--- src/rtl/score_ram_responder.sv ---
// score_ram_responder: leaderboard word store behind the scoring FSM bus.
// Sweeps an init image after reset or clear, then serves one access per cycle.
module score_ram_responder #(
  parameter int unsigned DEPTH      = 16,
  parameter int unsigned RD_LAT     = 2,
  parameter logic [15:0] INIT_IDS   = 16'h0000,
  parameter logic [15:0] INIT_SCORE = 16'h0099,
  parameter logic [15:0] INIT_AUX   = 16'h0000
) (
  input  logic        clk,
  input  logic        rst,
  input  logic        scoreRAM_RW,
  input  logic [4:0]  scoreRAM_Addr,
  input  logic [15:0] scoreRAM_Din,
  input  logic        clear_req,
  output logic [15:0] scoreRAM_Dout,
  output logic        ready,
  output logic        oob_err,
  output logic [7:0]  wr_count
);

  localparam int unsigned AW = (DEPTH > 1) ? $clog2(DEPTH) : 1;
  localparam logic [5:0] DEPTH6 = 6'(DEPTH);
  localparam logic [4:0] LAST = 5'(DEPTH - 1);

  typedef enum logic {
    CLEAR,
    SERVE
  } state_t;

  state_t      state;
  logic [4:0]  ptr;
  logic [15:0] mem [DEPTH];
  logic [15:0] pipe [RD_LAT];

  logic          in_range;
  logic [15:0]   rd_word;
  logic [15:0]   cap;
  logic          we;
  logic [AW-1:0] wa;
  logic [15:0]   wd;

  function automatic logic [15:0] init_word(input logic [4:0] a);
    logic [15:0] w;
    unique case (1'b1)
      (a == 5'd0): w = INIT_IDS;
      a[0]:        w = INIT_SCORE;
      default:     w = INIT_AUX;
    endcase
    return w;
  endfunction

  // Out-of-range addresses never alias onto the implemented words.
  assign in_range = {1'b0, scoreRAM_Addr} < DEPTH6;
  assign rd_word  = mem[scoreRAM_Addr[AW-1:0]];

  always_comb begin
    cap = '0;
    if (scoreRAM_RW) begin
      cap = scoreRAM_Din;
    end else if (in_range) begin
      cap = rd_word;
    end
  end

  always_comb begin
    we = 1'b0;
    wa = '0;
    wd = '0;
    if (!rst && !clear_req) begin
      if (state == CLEAR) begin
        we = 1'b1;
        wa = ptr[AW-1:0];
        wd = init_word(ptr);
      end else if (scoreRAM_RW && in_range) begin
        we = 1'b1;
        wa = scoreRAM_Addr[AW-1:0];
        wd = scoreRAM_Din;
      end
    end
  end

  always_ff @(posedge clk) begin
    if (we) begin
      mem[wa] <= wd;
    end
  end

  always_ff @(posedge clk) begin
    if (rst) begin
      state    <= CLEAR;
      ptr      <= '0;
      oob_err  <= 1'b0;
      wr_count <= '0;
      for (int i = 0; i < RD_LAT; i++) begin
        pipe[i] <= '0;
      end
    end else begin
      unique case (state)
        CLEAR: begin
          for (int i = 0; i < RD_LAT; i++) begin
            pipe[i] <= '0;
          end
          if (clear_req) begin
            ptr <= '0;
          end else if (ptr == LAST) begin
            state <= SERVE;
            ptr   <= '0;
          end else begin
            ptr <= ptr + 5'd1;
          end
        end
        SERVE: begin
          if (clear_req) begin
            state   <= CLEAR;
            ptr     <= '0;
            oob_err <= 1'b0;
            for (int i = 0; i < RD_LAT; i++) begin
              pipe[i] <= '0;
            end
          end else begin
            pipe[0] <= cap;
            for (int i = 1; i < RD_LAT; i++) begin
              pipe[i] <= pipe[i-1];
            end
            if (scoreRAM_RW) begin
              if (!in_range) begin
                oob_err <= 1'b1;
              end else if (wr_count != 8'hFF) begin
                wr_count <= wr_count + 8'd1;
              end
            end
          end
        end
        default: state <= CLEAR;
      endcase
    end
  end

  assign scoreRAM_Dout = pipe[RD_LAT-1];
  assign ready         = (state == SERVE);

endmodule

--- config.mk ---
export PLATFORM = sky130hd
export DESIGN_NAME = score_ram_responder
export DESIGN_NICKNAME = d
export VERILOG_FILES = /design/src/rtl/score_ram_responder.sv
export SDC_FILE = /design/constraint.sdc
export NUM_CORES = 1
export LEC_CHECK = 0
export BUFFER_PORTS_ARGS = -buffer_cell sky130_fd_sc_hd__buf_2
export CAP_MARGIN = 40
export CORE_MARGIN = 4
export CORE_UTILIZATION = 55
export DETAILED_ROUTE_END_ITERATION = 8
export HOLD_SLACK_MARGIN = 0.15
export PLACE_DENSITY_LB_ADDON = 0.12
export SLEW_MARGIN = 10
export SYNTH_ARGS = -nofsm -noshare
export SYNTH_HDL_FRONTEND = slang
export SYNTH_SLANG_ARGS = --single-unit
--- constraint.sdc ---
create_clock -name clk -period 3.95 [get_ports clk]
set_input_delay 0.9875 -clock clk [delete_from_list [all_inputs] [get_ports clk]]
set_output_delay 0.9875 -clock clk [all_outputs]
set_load 0.005 [all_outputs]
# Yosys cells after proc, flatten, opt, wreduce, memory -nomap -nowiden
# Memory sizes are Yosys's and may differ from the RTL's.
# Cells that the tools add are included.
op_classes:
  addsub: 2
  n_lt_le_gt_ge: 1
  eq_ne: 4
  n_mux: 43
  n_bitwise: 8
  n_reduce_logical: 7
op_table:
  columns: ["operator", "n"]
  rows:
  - ["16-bit two-way mux", 11]
  - ["1-bit two-way mux", 23]
  - ["5-bit two-way mux", 3]
  - ["4-bit two-way mux", 3]
  - ["5-bit case mux with 2 select lines", 1]
  - ["8-bit by 1-bit adder with 8-bit output (second input constant)", 1]
  - ["8-bit two-way mux", 1]
  - ["8-bit != test (second input constant)", 1]
  - ["1-bit bitwise OR", 6]
  - ["5-bit by 1-bit adder with 5-bit output (second input constant)", 1]
  - ["5-bit by 4-bit equality test with 1-bit output (second input constant)", 1]
  - ["5-bit < comparator (second input constant)", 1]
  - ["5-bit AND reduction", 1]
  - ["2-bit != test (second input constant)", 2]
  - ["3-bit AND reduction", 1]
  - ["1-bit logical AND", 2]
  - ["1-bit logical NOT", 2]
  - ["1-bit inverter", 2]
  - ["1-bit case mux with 2 select lines", 1]
  - ["2-bit nonzero test", 1]
word_totals:
  register_bits: 15
  ram_bits: 288
  in_bits: 25
  output_inout_bits: 26
  elab_cells: 71
  memories: 2
mem_list:
  columns: ["name", "depth", "word_bits", "rd", "rd_clocked_by_memory_dff", "write_ports", "line", "rtl"]
  rows:
  - ["mem", 16, 16, 1, 0, 1, "33", "logic [15:0] mem [DEPTH];"]
  - ["pipe", 2, 16, 2, 0, 2, "34", "logic [15:0] pipe [RD_LAT];"]

# Longest topological paths before layout
depth:
  word_depth: 7
  mapped_depth: 6
  ltp_nobuf: 5

# Least setup slack after synthesis
# No wires, ideal clock.
synth_timing:
  kind: "input-to-reg"
  start: "in scoreRAM_Addr[0]"
  end: "mem mem[3][0], enable pin"
  setup_time_ns: 0.388
  t_arrival_ns: 2.495
  required_time_ns: 3.562
  slack_ns: 1.067
  cell_stages: 6
  n_path_buf: 2
  cell_sequence: "buf_6 > buf_6 > and3b_1 > nand2b_1 > nand3_1 > nor2_1"
synth_between:
  elab_chain_len: 7
  elab_cells_between_ends: 10
  cone_classes: "order compare: 1; mux: 8; reduce/logical: 1"
synth_rtl:
  columns: ["item", "line", "rtl"]
  rows:
  - ["start, declared", "13", "input logic [4:0] scoreRAM_Addr,"]
  - ["5-bit < comparator", "54", "assign in_range = {1'b0, scoreRAM_Addr} < DEPTH6;"]
  - ["1-bit logical AND", "75", "end else if (scoreRAM_RW && in_range) begin"]
  - ["1-bit two-way mux", "75", null]
  - ["1-bit two-way mux", "71", "if (state == CLEAR) begin"]
  - ["1-bit two-way mux", "70", "if (!rst && !clear_req) begin"]
  - ["1-bit two-way mux", "84", "if (we) begin"]
  - ["1-bit two-way mux (not written as such)", "85", "mem[wa] <= wd;"]
  - ["end, declared", "33", null]
# Several ways; a longest one is shown, not always the timed one.

# Worst setup path after layout
layout_timing:
  start: "reg state, in the netlist ready"
  end: "mem mem[6][5] (data pin)"
layout_between:
  elab_chain_len: 2
layout_rtl:
  columns: ["item", "line", "rtl"]
  rows:
  - ["start, declared", "31", "state_t state;"]
  - ["start signal, assigned", "91", "state <= CLEAR;"]
  - ["start signal, assigned", "107", "state <= SERVE;"]
  - ["start signal, assigned", "115", "state <= CLEAR;"]
  - ["16-bit two-way mux", "71", null]
  - ["16-bit two-way mux", "70", null]
  - ["via wd[5]", "41", "logic [15:0] wd;"]
# The timed path passes the listed nets, and every way through them passes these cells.

==> impl_metrics.py <==
metrics = {
    "clock_tree": {
        "ctsResizeCount": 0,
        "path_clk_slew_ns": 0.06,
        "hold_buffers": 0,
        "cts.sinks": 303,
        "clock_latency_ns": 0.55,
        "cts_root_buf": "clkbuf_16",
        "cts_tree": "built",
        "cts_buffer_depth": 3,
        "cts_made_buffers": 31,
        "h-tree-depth": 1,
        "postCtsSetupBuffers": 0,
    },
    "timing": {
        "rsz0062_at_grt": "no",
        "slew_headroom": 0.389,
        "finalMaxSlewViolations": 0,
        "hold_violations": 0,
        "fin_ws_ns": 0.834,
        "fmaxAchievable_mhz": 321,
        "tightest_slew_ns": 0.914,
        "fin_tns_setup_ns": 0,
        "setup_viol": 0,
        "post-route-period-util": 0.789,
        "finalClockSkew_ns": 0.0113,
        "min_period_ns": 3.12,
    },
    "detailed_routing": {
        "drt.antenna.violating_nets": 0,
        "wl_per_cell_um": 24.3,
        "via_count": 6280,
        "first_iter_violations": 593,
        "finalWirelength_mm": 25.6,
        "dr.pass1.iters": 5,
        "route.detailed.drc": 0,
        "via_per_inst": 5.95,
    },
    "logic_synthesis": {
        "synth_flop_cell": "edfxtp_1",
        "yosysSeqAreaShare": 0.738,
        "yosysTopAreaCellShare": 0.713,
        "ys_warn_count": 0,
        "ys_ff_latch": 303,
        "synth_area_leaders": "edfxtp_1 (71%), mux4_2 (12%), mux2i_1 (3.0%)",
        "synth_cells": 642,
        "synth_edf_count": 288,
        "synth.avg_cell_area_um2": 18.9,
        "synth_top_area_cell": "edfxtp_1",
        "synth.distinct_cells": 49,
        "async_flop_share": 0,
        "netlist_area_um2": 12100,
    },
    "finish": {
        "layout.nets": 778,
        "area_growth_pct": 15.4,
        "diodes": 0,
        "drive_above_1_share": 0.290,
        "final_core_util": 0.643,
        "postLayoutCellArea_um2": 14000,
    },
    "setup_path": {
        "crit_required_ns": 4.17,
        "startpoint_type": "register",
        "r2r-start": "ready$_SDFF_PP0_",
        "critPathMaxFanout": 24,
        "worst_ep_arrival_time_ns": 3.34,
        "path_class": "reg2reg",
        "cp-end-kind": "register",
        "worstSetupStartpoint": "ready$_SDFF_PP0_",
    },
    "global_route": {
        "grt_max_degree": 58,
        "grt.total_usage": 0.214,
        "grt_pass1_wl_mm": 38.7,
        "grt_overflow": 0,
        "antenna_found_initial": 0,
        "grt_pass1_vias": 6390,
    },
    "floorplan": {
        "die_area_um2": 24500,
        "core_area_um2": 21800,
        "initial_core_util": 0.557,
        "die_width_um": 156,
        "rows": 54,
        "die-height_um": 156,
        "ios": 51,
    },
    "job": {
        "cap_viol_max_count": 0,
    },
    "pwr": {
        "p_leak_nw": 5.26,
        "finalPower_mw": 6.57,
        "peakVddDrop_v": 0.000316,
        "power_density_nw_per_um2": 469,
    },
    "worst_hold_path": {
        "hold_path_class": "reg2reg",
        "worstHoldStart": "ptr[4]$_SDFFE_PP0P_",
    },
    "status": {
        "status": "finished clean",
    },
    "placement": {
        "place_congestion": 0.842,
        "hpwl_mm": 15.4,
        "place_ws_ns": 0.571,
        "place_area_um2": 13000,
        "io_buffers": 50,
    },
}
==> cell families after synthesis <==
family                   after synthesis  synth area share
multiplexers                         100             0.149
flip-flops                           303             0.738
AO/OA/AOI/OAI                         48            0.0288
buffers and inverters                 53            0.0267
AND/OR/NAND/NOR                      132            0.0534
adder cells (fa/ha/maj)                2           0.00206
other                                  1          0.000309
XOR/XNOR                               3           0.00217
==> state kept, by name, indices dropped and copies added (netlist names) <==
register / flops
oob_err: 1
wr_count: 8
ready: 1
mem: 256
ptr: 5
pipe: 32
==> synth_stat cells (2+ instances only) <==
master	instances
edfxtp_1	288
mux4_2	64
nor2_1	43
mux2i_1	36
nand2_1	28
nand3_1	23
o221ai_1	17
and3_1	16
buf_4	16
dfxtp_1	15
clkbuf_1	14
buf_2	10
a21oi_1	9
buf_6	7
o21ai_0	6
buf_1	3
nor2b_1	3
or4_1	3
a211oi_1	2
a311oi_1	2
a31oi_1	2
and3b_1	2
ha_1	2
inv_1	2
nand2b_1	2
o31ai_1	2
or3_1	2
xor2_1	2
==> final cells by class <==
type	count	area (um^2)
inverters	3	11.3
fillers	1523	7760
flip-flops and latches	303	8950
well taps	280	350
clock inverters	23	219
repair buffers	95	661
clock buffers	35	791
multi-input cells	317	3010
==> where the power goes <==
part | switching (mW) | internal, mW
clock network | 1.18 | 1.69
logic | 0.112 | 0.0827
registers | 0.00861 | 3.49
==> per-stage QoR <==
stage               hold WS (ns)  cells
finish                     0.449   1056
global placement           0.414    995
floorplan                  0.404    673
global route               0.478   1056
detailed placement         0.440    997
CTS                        0.451   1055
==> worst max-delay path: stages (launching register included) <==
cell     delay, ns
dfxtp_1       0.85
inv_1         0.35
or3_1         0.75
nor2_1        0.82
==> worst paths after layout <==
path	endpoint	cells past startpoint	slack [ns]
setup / recovery	mem[6][5]$_DFFE_PP_	3	0.83
hold / removal	ptr[4]$_SDFFE_PP0P_	2	0.45
setup reg to reg	mem[6][5]$_DFFE_PP_	3	0.83
hold reg to reg	ptr[4]$_SDFFE_PP0P_	2	0.45
==> per-layer routing <==
metal | part of all wire | global-route usage
met1 | 0.42 | 0.310
met2 | 0.49 | 0.350
met3 | 0.066 | 0.0313
met4 | 0.018 | 0.0521
met5 | 0 | 0
==> cells in the final DEF (no fill, tap or decap), drive strengths merged, types with 7 or more instances in the layout <==
cell type  count
o221ai        17
nand2         28
nand3         23
mux2i         36
a21oi          9
nor2          44
clkbuf        35
o21ai          7
and3          16
dfxtp         15
edfxtp       288
mux4          64
conb          32
clkinv        15
buf           95
(Power assumes the default switching activity.)
